[config.mk]
export PLATFORM = sky130hd
export DESIGN_NAME = xain_apf_video_out
export DESIGN_NICKNAME = d
export VERILOG_FILES = /design/src/rtl/xain_pkg.sv /design/src/rtl/xain_vout_edge.sv /design/src/rtl/xain_apf_video_out.sv
export SDC_FILE = /design/constraint.sdc
export NUM_CORES = 1
export LEC_CHECK = 0
export CORE_AREA = 2 2 89 91
export CTS_CLUSTER_SIZE = 25
export DETAILED_ROUTE_END_ITERATION = 6
export DIE_AREA = 0 0 91 93
export PLACE_DENSITY = 0.73
export SLEW_MARGIN = 20
export SYNTH_ARGS = -nofsm -noshare
export SYNTH_HDL_FRONTEND = slang
export SYNTH_HIERARCHICAL = 1
export SYNTH_SLANG_ARGS = --single-unit
[constraint.sdc]
create_clock -name clk -period 1.91 [get_ports clk]
set_input_delay 0.2865 -clock clk [delete_from_list [all_inputs] [get_ports clk]]
set_output_delay 0.2865 -clock clk [all_outputs]
set_load 0.02 [all_outputs]
[src/rtl/xain_pkg.sv]
// Shared types and constants for the Xain APF video output stage.
// Optional feature macro: XAIN_VID_SCANLINE_EN (75% dimming on odd lines).
package xain_pkg;

  typedef enum logic {
    SEEK = 1'b0,
    RUN  = 1'b1
  } vout_state_t;

  // Upper 21 bits of the APF end-of-line control word; slot goes in [2:0].
  localparam logic [20:0] APF_EOL_PREFIX = 21'd0;

`ifdef XAIN_VID_SCANLINE_EN
  // Per-channel (c>>1)+(c>>2): 75% brightness, never overflows 8 bits.
  function automatic logic [23:0] dim75(input logic [23:0] c);
    logic [23:0] r;
    for (int i = 0; i < 3; i++) begin
      r[i*8 +: 8] = {1'b0, c[i*8+1 +: 7]} + {2'b0, c[i*8+2 +: 6]};
    end
    return r;
  endfunction
`endif

endpackage

[src/rtl/xain_vout_edge.sv]
// Registered falling-edge detector qualified by the pixel enable.
// The previous level resets to 0 so a line held low through reset never
// produces a spurious fall.
module xain_vout_edge (
  input  logic clk,
  input  logic reset,
  input  logic ce,
  input  logic d,
  output logic fall
);

  logic prev;

  // Capture the level once per pixel tick.
  always_ff @(posedge clk or posedge reset) begin
    if (reset)   prev <= 1'b0;
    else if (ce) prev <= d;
  end

  assign fall = prev & ~d;

endmodule

[src/rtl/xain_apf_video_out.sv]
// Xain core -> Pocket APF video bus adapter: DE-gated RGB, one-tick sync
// pulses, end-of-line control word, frame lock and active-size measurement.
// Optional feature macro: XAIN_VID_SCANLINE_EN (odd-line dimming).
module xain_apf_video_out
  import xain_pkg::*;
#(
  parameter int          HS_DELAY = 3,
  parameter logic [2:0]  EOL_SLOT = 3'd0,
  parameter int          LINE_W   = 9
) (
  input  logic              clk,
  input  logic              reset,
  input  logic              ce_pix,
  input  logic [23:0]       rgb_in,
  input  logic              hblank_n,
  input  logic              vblank_n,
  input  logic              hsync_n,
  input  logic              vsync_n,
  output logic [23:0]       video_rgb,
  output logic              video_de,
  output logic              video_hs,
  output logic              video_vs,
  output logic [LINE_W-1:0] active_w,
  output logic [LINE_W-1:0] active_h,
  output logic              locked
);

  localparam logic [3:0]        HS_LOAD = 4'(HS_DELAY - 1);
  localparam logic [LINE_W-1:0] CNT_MAX = '1;

  vout_state_t       state;
  logic [3:0]        hs_cnt;
  logic              hs_slip;
  logic [LINE_W-1:0] pix_cnt, line_cnt;
  logic              de_in, hs_fire, hs_want;
  logic [3:0]        lvl, fall;
  logic              hs_fall, vs_fall, hb_fall, de_fall;
  logic [23:0]       rgb_px;

  assign de_in = hblank_n & vblank_n;
  assign lvl   = {de_in, hblank_n, vsync_n, hsync_n};

  for (genvar i = 0; i < 4; i++) begin : g_edge
    xain_vout_edge u_edge (
      .clk   (clk),
      .reset (reset),
      .ce    (ce_pix),
      .d     (lvl[i]),
      .fall  (fall[i])
    );
  end

  assign hs_fall = fall[0];
  assign vs_fall = fall[1];
  assign hb_fall = fall[2];
  assign de_fall = fall[3];

  // A fresh hsync fall restarts the delay (latest wins); a delay of 1 fires at once.
  assign hs_fire = hs_fall ? (HS_DELAY == 1) : (hs_cnt == 4'd1);
  assign hs_want = hs_fire | hs_slip;

  // Pixel colour path: optional scanline dimming on odd lines.
  always_comb begin
    rgb_px = rgb_in;
`ifdef XAIN_VID_SCANLINE_EN
    if (line_cnt[0]) rgb_px = dim75(rgb_in);
`endif
  end

  // Frame-lock FSM, registered APF outputs and size measurement.
  always_ff @(posedge clk or posedge reset) begin
    if (reset) begin
      state     <= SEEK;
      locked    <= 1'b0;
      hs_cnt    <= '0;
      hs_slip   <= 1'b0;
      pix_cnt   <= '0;
      line_cnt  <= '0;
      active_w  <= '0;
      active_h  <= '0;
      video_rgb <= '0;
      video_de  <= 1'b0;
      video_hs  <= 1'b0;
      video_vs  <= 1'b0;
    end else if (ce_pix) begin
      if (hs_fall)            hs_cnt <= HS_LOAD;
      else if (hs_cnt != '0)  hs_cnt <= hs_cnt - 4'd1;

      case (state)
        SEEK: begin
          video_rgb <= '0;
          video_de  <= 1'b0;
          video_hs  <= 1'b0;
          video_vs  <= 1'b0;
          hs_slip   <= 1'b0;
          pix_cnt   <= '0;
          line_cnt  <= '0;
          active_w  <= '0;
          active_h  <= '0;
          // The lock tick itself carries no vs pulse.
          if (vs_fall) begin
            state  <= RUN;
            locked <= 1'b1;
          end
        end

        RUN: begin
          video_vs <= vs_fall;
          // vs has priority; a colliding hs is pushed one tick later.
          if (hs_want && vs_fall) begin
            video_hs <= 1'b0;
            hs_slip  <= 1'b1;
          end else begin
            video_hs <= hs_want;
            hs_slip  <= 1'b0;
          end

          video_de <= de_in;
          if (de_in)        video_rgb <= rgb_px;
          else if (de_fall) video_rgb <= {APF_EOL_PREFIX, EOL_SLOT};
          else              video_rgb <= '0;

          // Pixel count restarts at every line end; latched only on a DE fall.
          if (de_fall || hb_fall) begin
            pix_cnt <= '0;
            if (de_fall) active_w <= pix_cnt;
          end else if (de_in && pix_cnt != CNT_MAX) begin
            pix_cnt <= pix_cnt + 1'b1;
          end

          // Line count doubles as the lock watchdog: overflow means sync was lost.
          if (vs_fall) begin
            active_h <= line_cnt;
            line_cnt <= '0;
          end else if (de_fall) begin
            if (line_cnt == CNT_MAX) begin
              state  <= SEEK;
              locked <= 1'b0;
            end else begin
              line_cnt <= line_cnt + 1'b1;
            end
          end
        end

        default: state <= SEEK;
      endcase
    end
  end

endmodule
==> results of run 1 <==
## power groups by stage
stage / Clock (mW) / Combinational (mW) / Sequential [mW]
4_1_cts: 1.26 / 1.01 / 1.87
6_report: 1.22 / 1.02 / 1.87
2_1_floorplan: 0 / 0.401 / 2.01
3_3_place_gp: 0 / 0.976 / 1.89
3_5_place_dp: 0 / 0.998 / 1.90
5_1_grt: 1.34 / 1.11 / 1.89
## cell families (layout without fill, tap and decap cells)
family                     count (synthesis)  in the layout  synth area share [%]
AOI/OAI and AO/OA                         99             99                  21.4
xor gates and xnor gates                   2              2                 0.531
adders and majority gates                  6              6                  2.28
buffers and inverters                     26            153                  3.00
DFF                                       74             74                  56.1
muxes                                      7              7                  2.81
and+or+nand+nor                           80             80                  13.8
## stage by stage
step | TNS, ps | setup WS (ps) | power (mW) | instances | util, %
floorplan | 0 | 35.8 | 2.41 | 294 | -
global placement | -532 | -102 | 2.86 | 500 | 59.4
detailed placement | -851 | -121 | 2.90 | 500 | 59.4
CTS | -5.10 | -5.10 | 4.14 | 518 | 62.4
global route | -394 | -102 | 4.34 | 523 | 63.8
finish | -4.82 | -4.82 | 4.11 | 523 | 63.8
## routing by layer
metal	vias to the layer above	GRT usage, %	wire length [um]	share of wire, %
li1	1326	-	-	-
met1	1353	26.9	3770	46
met2	45	32.3	4080	50
met3	13	3.46	212	2.6
met4	0	9.85	181	2.2
met5	-	0	0	0
## layout make-up
| type | count | area, um^2 | share of cell area (%) |
|---|---|---|---|
| Sequential cell | 74 | 1850 | 38.6 |
| Multi-Input combinational cell | 194 | 1430 | 29.7 |
| Timing Repair Buffer | 126 | 1160 | 24.1 |
| Clock buffer | 10 | 128 | 2.66 |
| Tap cell | 102 | 128 | 2.66 |
| Clock inverter | 6 | 65.1 | 1.36 |
| Inverter | 11 | 45.0 | 0.938 |
## flip-flops by register name, indices dropped and copies added (netlist names)
register and count:
locked 1, active_h 9, hs_slip 1, active_w 9, hs_cnt 4, video_rgb 24
video_vs 1, g_edge.u_edge/prev 4, video_de 1, video_hs 1, pix_cnt 9, state 1
line_cnt 9
## cell usage after synthesis (6+ instances only)
master	count	share of area (%)
dfrtp_1	74	56
a21oi_1	32	4.9
a22o_1	26	6.9
nor2b_1	24	4.6
o2bb2ai_1	19	5.0
clkbuf_1	14	1.6
nand2_1	12	1.4
inv_1	10	1.1
nor2_1	10	1.1
nand3_1	8	1.2
o21ai_0	8	1.2
o31ai_1	8	1.8
or4_1	7	1.6
ha_1	6	2.3
## how the worst min path moves through the flow
stage | slack (ps) | endpoint | startpoint | cells past startpoint
after global placement | 460 | video_de$_DFFE_PP0P_ | video_de$_DFFE_PP0P_ | 1
after floorplan | 20 | g_edge[0].u_edge/prev$_DFFE_PP0P_ | reset | 1
after CTS | 230 | g_edge[2].u_edge/prev$_DFFE_PP0P_ | reset | 2
after detailed placement | 470 | video_de$_DFFE_PP0P_ | video_de$_DFFE_PP0P_ | 1
final | 240 | g_edge[2].u_edge/prev$_DFFE_PP0P_ | reset | 2
after global routing | 250 | g_edge[2].u_edge/prev$_DFFE_PP0P_ | reset | 2
## repair_timing
item,CTS,global route
endpoints found under the hold margin,0,0
cloned,1,1
setup buffers,1,4
endpoints found under the setup margin,4,11
gates resized for setup,6,20
pin swaps,8,12
## worst max-delay path: cells and delay by family, from the launching register on
family                     cells  cell delay, ps
and+or+nand+nor                4             830
buffers and inverters          1             170
adders and majority gates      2             340
AOI/OAI and AO/OA              1             120
DFF                            1             390
## layout by cell type, fill, tap and decap left out, drive strengths merged, types with 3 or more instances in the layout
cell type and count:
clkdlybuf4s50 76, dfrtp 74, buf 50, a21oi 32
a22o 26, nor2b 24, o2bb2ai 19, nand2 12
inv 11, clkbuf 10, nor2 10, o21ai 8
o31ai 8, nand3 8, or4 7, ha 6
mux2 6, and2 4, or3 4, nand4b 3
a32o 3, clkinv 3
==> impl_metrics.py, run 1 <==
metrics = {
    "critical_path": {
        "reg2reg_from": "pix_cnt[1]$_DFFE_PP0P_",
        "worstSetupEndpoint": "pix_cnt[5]$_DFFE_PP0P_",
        "r2r-end": "pix_cnt[5]$_DFFE_PP0P_",
        "max_stage_delay_ps": 510,
        "crit_start": "pix_cnt[1]$_DFFE_PP0P_",
        "rr_worst_depth": 8,
        "worstPathCellList": "ha_2 > nand3_2 > nor2_2 > ha_2 > nand4b_1 > buf_6 > or4_4 > a21oi_2",
        "cp_slowest_cell": "or4_4",
        "reg2reg_slack_ps": -5,
        "cp_data_arrival_time_ps": 2210,
        "cp-start-kind": "register",
        "critPathMaxFanout": 5,
        "critical_path_required_ps": 2200,
        "worst_setup_path_end_kind": "register",
        "path_class": "reg2reg",
        "critPathMostFrequentCell": "ha_2",
    },
    "floorplanning": {
        "die_area_mm2": 0.00846,
        "fp-row-count": 32,
        "fp.dieH_um": 93,
        "start_util_pct": 43.8,
        "die_w_um": 91,
        "coreArea_mm2": 0.00753,
        "io_pins": 77,
    },
    "sta": {
        "rsz0062_at_grt": "yes",
        "setup_viol": 1,
        "maxSlewHeadroom_pct": 59.8,
        "min_period_ps": 1910,
        "fin_ws_ps": -4.82,
        "skew_ps": 9.79,
        "final_hold_viol_count": 0,
        "timing.hold.ws_ps": 238,
        "fmax_mhz": 522,
        "slew_violations": 0,
        "worst_pin_slew_ps": 600,
        "post-route-period-util_pct": 100,
    },
    "clocking": {
        "htree_levels": 3,
        "cts_root_buf": "clkbuf_8",
        "hold_buffers": 0,
        "cts.sinks": 74,
        "clock_latency_ps": 360,
        "cts_buffer_depth": 2,
        "cts_tree": "yes",
        "path_clk_slew_ps": 80,
        "cts_made_buffers": 9,
    },
    "drt": {
        "drt_pass1_iterations": 4,
        "viasPerCell": 5.23,
        "drtIter0Drc": 90,
        "drt-total-wl_um": 8240,
        "drc_errors": 0,
        "routedWlPerCell_um": 15.8,
        "ant_nets": 0,
        "num_vias": 2737,
    },
    "pwr": {
        "switchingPower_mw": 1.23,
        "combPwrFrac_pct": 24.8,
        "swShare_pct": 29.8,
        "p_int_mw": 2.89,
        "vdd_drop_max_v": 0.000492,
        "p_clk_share_pct": 29.7,
        "seqPwrFrac_pct": 45.5,
        "p_leak_nw": 2.10,
        "powerDensity_mw_per_mm2": 857,
    },
    "yosys": {
        "ys_types": 32,
        "synth-edff-count": 0,
        "async_flop_share_pct": 100,
        "syn_area_mm2": 0.00330,
        "ys.flop_type": "dfrtp_1",
        "synthesis.nets": 331,
        "seq_area_frac_synth_pct": 56.1,
        "synthCells": 294,
        "yosys_register_bits": 74,
        "syn_area_per_cell_um2": 11.2,
        "yosysWarnings": 6,
    },
    "final_layout": {
        "fill_cells": 611,
        "final_area_mm2": 0.00480,
        "antenna_cells": 0,
        "drive_above_1_share_pct": 22.1,
        "fin_nets": 453,
        "area_growth_pct": 45.6,
    },
    "placement": {
        "io_buffer_count": 76,
        "gp_congestion": 0.828,
        "placed_cell_area_mm2": 0.00447,
        "place_hpwl_um": 5710,
    },
    "outcome": {
        "failed_checks": "negative setup slack",
        "status": "finished, violations left",
    },
    "run": {
        "cap_violations": 0,
    },
    "global_route": {
        "antenna_found_initial": 0,
        "grtUsageTotal_pct": 20.2,
        "grt_max_degree": 38,
        "grt_pass1_wl_um": 13500,
        "grt_pass1_vias": 2762,
        "grt_overflow": 0,
    },
    "hold_path": {
        "hold_class": "in2async",
    },
}
No activity file was read; power rests on OpenSTA's default activity.
==> run 2: changes to the inputs <==
==> constraint.sdc (replaced) <==
create_clock -name clk -period 1.6 [get_ports clk]
set_input_delay 0.24 -clock clk [delete_from_list [all_inputs] [get_ports clk]]
set_output_delay 0.24 -clock clk [all_outputs]
set_load 0.02 [all_outputs]
==> run 2 against run 1 <==
Compared with the run above: critical path type unchanged; the run still ends with negative setup slack left; critical endpoint is now pix_cnt[6]$_DFFE_PP0P_; global-route usage is 0.17 points lower; power is 25% higher; sequential power is 19% higher; final cell count is 1.3% higher.
==> impl_metrics.py, run 2 (synthesis gave the netlist of run 1 again) <==
metrics = {
    "final_layout": {
        "layout_common_cells": "dfrtp_1 (74), buf_4 (49), clkdlybuf4s50_1 (40)",
        "post-route-util_pct": 66.3,
        "drive_above_1_share_pct": 24.1,
        "area_growth_pct": 51.4,
        "fin_nets": 460,
        "largest_reg_flops": 24,
        "final_area_mm2": 0.00499,
        "largest_register": "video_rgb",
        "fill_cells": 633,
        "layout_commonest_cell": "dfrtp_1",
        "antenna_cells": 0,
    },
    "critical_path": {
        "critPathMaxFanout": 12,
        "critical_path_required_ps": 1880,
        "cp-start-kind": "register",
        "cp_data_arrival_time_ps": 2140,
        "reg2reg_from": "pix_cnt[1]$_DFFE_PP0P_",
        "path_class": "reg2reg",
        "crit_start": "pix_cnt[1]$_DFFE_PP0P_",
        "worst_setup_path_end_kind": "register",
    },
    "sta": {
        "maxSlewHeadroom_pct": 78.4,
        "min_period_ps": 1850,
        "fmax_mhz": 540,
        "skew_ps": 12.5,
        "slew_violations": 0,
        "worst_pin_slew_ps": 323,
        "setup_tns_ps": -2610,
        "fin_ws_ps": -253,
        "setup_viol": 17,
        "final_hold_viol_count": 0,
        "timing.hold.ws_ps": 190,
        "post-route-period-util_pct": 116,
        "rsz0062_at_grt": "yes",
    },
    "global_route": {
        "grt_use_met2_pct": 31.5,
        "grt_max_degree": 53,
        "grt_pass1_wl_um": 13400,
        "grt_overflow": 0,
        "antenna_found_initial": 0,
        "grt_use_met3_pct": 2.98,
        "grt_pass1_vias": 2616,
        "grt_util_met1_pct": 27.9,
        "gr-max-usage-layer": "met2",
        "grtUsageTotal_pct": 20.0,
    },
    "drt": {
        "drt-total-wl_um": 8320,
        "drtIter0Drc": 162,
        "drt_pass1_iterations": 4,
        "ant_nets": 0,
        "viasPerCell": 5.32,
        "num_vias": 2818,
        "drc_errors": 0,
        "routedWlPerCell_um": 15.7,
    },
    "floorplanning": {
        "coreArea_mm2": 0.00753,
        "fp-row-count": 32,
        "die_w_um": 91,
        "start_util_pct": 43.8,
        "io_pins": 77,
        "die_area_mm2": 0.00846,
        "fp.dieH_um": 93,
    },
    "pwr": {
        "powerDensity_mw_per_mm2": 1030,
        "p_leak_nw": 2.58,
        "vdd_drop_max_v": 0.000502,
    },
    "outcome": {
        "failed_checks": "negative setup slack",
        "status": "finished, violations left",
    },
    "clocking": {
        "cts_tree": "yes",
        "clock_latency_ps": 360,
        "path_clk_slew_ps": 80,
        "cts_made_buffers": 9,
        "cts_root_buf": "clkbuf_8",
        "htree_levels": 3,
        "cts.sinks": 74,
        "cts_buffer_depth": 2,
    },
    "placement": {
        "placed_cell_area_mm2": 0.00458,
        "io_buffer_count": 76,
        "gp_congestion": 0.811,
        "place_hpwl_um": 5870,
    },
    "hold_path": {
        "hold_class": "in2async",
    },
    "run": {
        "cap_violations": 0,
    },
}
-- run 2: changes by cell type in the layout (fill, tap and decap cells not counted), moves of 3 or more --
cell,delta
dlygate4sd2_1,+10
clkdlybuf4s50_1,-36
a21oi_1,+3
a21oi_2,-3
dlymetal6s2s_1,+26
buf_4,+6
-- run 2: layout make-up --
| class | instances | area, um^2 | share of cell area, % |
|---|---|---|---|
| flip-flops and latches | 74 | 1850 | 37.1 |
| well taps | 102 | 128 | 2.56 |
| multi-input cells | 194 | 1440 | 28.7 |
| repair buffers | 133 | 1300 | 26.0 |
| clock inverters | 6 | 97.6 | 1.95 |
| inverters | 11 | 45.0 | 0.902 |
| clock buffers | 10 | 138 | 2.76 |
-- run 2: what timing repair did --
action                                  CTS  global route
gates resized for setup                  18            43
endpoints found under the setup margin   27            60
pin swaps                                 7             3
buffers inserted                          4             1
hold buffers                              0             0
-- run 2: path summary, 6_finish.rpt --
check	end	slack [ps]	cells after the start
worst min register to register	video_hs$_DFFE_PP0P_	490	1
worst min-delay path	g_edge[3].u_edge/prev$_DFFE_PP0P_	190	2
max in group asynchronous	line_cnt[8]$_DFFE_PP0P_	900	3
worst max register to register	pix_cnt[6]$_DFFE_PP0P_	-250	8
worst max-delay path	pix_cnt[6]$_DFFE_PP0P_	-250	8
min in group clk	video_rgb[7]$_DFFE_PP0P_	480	2
-- run 2: worst max-delay path, stage by stage, from the launching register on --
cell      delay, ps
dfrtp_1         390
ha_2            200
nand3_2          70
nor2_2           50
ha_2            160
nand4b_1        170
buf_6           160
or4_1           460
a21oi_1         120
-- run 2: report_power, final --
part | switching (mW) | internal (mW)
Sequential | 0.147 | 2.08
Combinational | 0.597 | 0.641
Clock | 0.749 | 0.942
Total | 1.49 | 3.66
-- run 2: through the flow --
step	setup slack, ps	instances	power, mW
floorplan	-209	294	2.89
global route	-336	530	5.42
detailed placement	-430	509	3.50
CTS	-246	529	5.20
finish	-253	530	5.15
global placement	-424	509	3.46
-- run 2: metal layers --
metal	vias up	wire (um)	part of all wire [%]
met5	-	0	0
met4	0	155	1.9
met3	12	224	2.7
met2	45	4180	50
met1	1411	3760	45
li1	1350	-	-
==> run 3: changes to the inputs <==
--- a/config.mk
+++ b/config.mk
@@ -10,6 +10,7 @@
 export DETAILED_ROUTE_END_ITERATION = 6
 export DIE_AREA = 0 0 91 93
 export PLACE_DENSITY = 0.73
+export REMOVE_ABC_BUFFERS = 1
 export SLEW_MARGIN = 20
 export SYNTH_ARGS = -nofsm -noshare
 export SYNTH_HDL_FRONTEND = slang
==> run 3 against run 2 <==
Compared with the run above: the run still ends with negative setup slack left; largest power group unchanged; routed wire length increased by 2.3%; highest routed layer unchanged; utilization increased by 1.8 points; sequential power about the same.
==> impl_metrics.py, run 3 (synthesis gave the netlist of run 1 again) <==
metrics = {
    "final_layout": {
        "layout_commonest_cell": "dfrtp_1",
        "largest_reg_flops": 24,
        "drive_above_1_share_pct": 25.8,
        "area_growth_pct": 55.4,
        "post-route-util_pct": 68.1,
        "antenna_cells": 0,
        "largest_register": "video_rgb",
        "layout_common_cells": "dfrtp_1 (74), buf_4 (50), clkdlybuf4s50_1 (43)",
        "final_area_mm2": 0.00512,
        "fin_cells": 536,
        "fill_cells": 586,
        "fin_nets": 466,
    },
    "sta": {
        "timing.hold.ws_ps": 164,
        "final_hold_viol_count": 0,
        "maxSlewHeadroom_pct": 68.0,
        "post-route-period-util_pct": 121,
        "fin_ws_ps": -342,
        "slew_violations": 0,
        "min_period_ps": 1940,
        "setup_viol": 17,
        "skew_ps": 6.57,
        "rsz0062_at_grt": "yes",
        "fmax_mhz": 515,
        "worst_pin_slew_ps": 478,
    },
    "critical_path": {
        "reg2reg_from": "pix_cnt[0]$_DFFE_PP0P_",
        "cp_data_arrival_time_ps": 2210,
        "rr_worst_depth": 8,
        "cp-start-kind": "register",
        "critical_path_required_ps": 1870,
        "critPathMaxFanout": 9,
        "worst_setup_path_end_kind": "register",
        "reg2reg_slack_ps": -340,
        "path_class": "reg2reg",
        "r2r-end": "pix_cnt[7]$_DFFE_PP0P_",
    },
    "outcome": {
        "failed_checks": "negative setup slack",
        "status": "finished, violations left",
    },
    "drt": {
        "routedWlPerCell_um": 15.9,
        "drt_pass1_iterations": 4,
        "ant_nets": 0,
        "drtIter0Drc": 109,
        "drt-total-wl_um": 8520,
        "num_vias": 2846,
        "drc_errors": 0,
        "viasPerCell": 5.31,
    },
    "clocking": {
        "cts_made_buffers": 9,
        "cts_buffer_depth": 2,
        "htree_levels": 3,
        "cts_root_buf": "clkbuf_8",
        "hold_buffers": 0,
        "path_clk_slew_ps": 80,
        "clock_latency_ps": 350,
        "cts_tree": "yes",
        "cts.sinks": 74,
    },
    "floorplanning": {
        "die_area_mm2": 0.00846,
        "io_pins": 77,
        "die_w_um": 91,
        "fp-row-count": 32,
        "coreArea_mm2": 0.00753,
        "start_util_pct": 43.8,
        "fp.dieH_um": 93,
    },
    "pwr": {
        "combPwrFrac_pct": 24.7,
        "p_leak_nw": 2.64,
        "p_clk_share_pct": 31.5,
        "vdd_drop_max_v": 0.000580,
        "switchingPower_mw": 1.47,
        "seqPwrFrac_pct": 43.8,
        "powerDensity_mw_per_mm2": 995,
        "p_int_mw": 3.63,
        "swShare_pct": 28.9,
    },
    "global_route": {
        "antenna_found_initial": 0,
        "grt_overflow": 0,
        "grt_max_degree": 39,
        "grt_pass1_vias": 2901,
        "grt_pass1_wl_um": 14000,
        "grtUsageTotal_pct": 20.7,
    },
    "placement": {
        "place_hpwl_um": 5780,
        "placed_cell_area_mm2": 0.00466,
        "dp.cells": 514,
        "gp_congestion": 0.798,
        "io_buffer_count": 76,
    },
    "run": {
        "cap_violations": 0,
    },
    "hold_path": {
        "hold_class": "in2async",
    },
}
## run 3: cell types whose count changed in the layout (fill, tap and decap cells not counted), moves of 2 or more
| cell | change |
|---|---|
| a21oi_1 | -2 |
| a21oi_2 | +2 |
| buf_12 | +5 |
| clkdlybuf4s50_1 | +3 |
| dlygate4sd2_1 | -6 |
| dlymetal6s2s_1 | +3 |
| nor2b_1 | +2 |
| nor2b_2 | -2 |
| o21ai_1 | -3 |
| o21ai_2 | +3 |
## run 3: metrics by stage
step	TNS [ps]	setup WS (ps)	total power, mW
finish	-3570	-342	5.10
global route	-4950	-417	5.36
CTS	-3290	-306	5.14
detailed placement	-14340	-419	3.53
global placement	-13350	-375	3.49
floorplan	-33660	-535	2.87
## run 3: power by group through the flow
| stage | registers (mW) | logic [mW] | clock network (mW) |
|---|---|---|---|
| final | 2.23 | 1.26 | 1.61 |
| after global routing | 2.26 | 1.38 | 1.72 |
| after CTS | 2.23 | 1.27 | 1.63 |
| after detailed placement | 2.26 | 1.26 | 0 |
| after global placement | 2.25 | 1.23 | 0 |
| after floorplan | 2.40 | 0.465 | 0 |
## run 3: cell type report
cell class              count  area [um^2]  share of cell area [%]
flip-flops and latches     74         1850                    36.1
multi-input cells         194         1470                    28.7
repair buffers            139         1410                    27.6
clock buffers              10          128                    2.49
well taps                 102          128                    2.49
clock inverters             6         90.1                    1.76
inverters                  11         41.3                   0.806
## run 3: timing repair
item	4_1_cts	5_1_grt
setup endpoints to repair	21	49
gates cloned	1	0
endpoints found under the hold margin	0	0
pin swaps	12	10
buffers inserted	3	4
resized for setup	22	49
## run 3: per-layer routing
| layer | wire length, um | global-route usage, % | up-vias | part of all wire (%) |
|---|---|---|---|---|
| li1 | - | - | 1358 | - |
| met1 | 3890 | 27.9 | 1409 | 46 |
| met2 | 4140 | 32.7 | 67 | 49 |
| met3 | 372 | 4.51 | 12 | 4.4 |
| met4 | 116 | 8.59 | 0 | 1.4 |
| met5 | 0 | 0 | - | 0 |
## run 3: worst max-delay path by stage
stage               depth (start not counted)                    from                endpoint
finish                                      8  pix_cnt[0]$_DFFE_PP0P_  pix_cnt[7]$_DFFE_PP0P_
global route                                8  pix_cnt[1]$_DFFE_PP0P_  pix_cnt[7]$_DFFE_PP0P_
CTS                                         8  pix_cnt[0]$_DFFE_PP0P_  pix_cnt[5]$_DFFE_PP0P_
detailed placement                          6                vblank_n  pix_cnt[4]$_DFFE_PP0P_
global placement                            6                vblank_n  pix_cnt[4]$_DFFE_PP0P_
floorplan                                   7  pix_cnt[0]$_DFFE_PP0P_  pix_cnt[5]$_DFFE_PP0P_
## run 3: worst max-delay path, stage by stage, from the launching register on
cell	delay [ps]
dfrtp_1	390
ha_2	200
nand3_2	70
nor2_2	40
ha_2	150
nand4b_1	180
buf_6	160
or4_1	520
a21oi_2	150
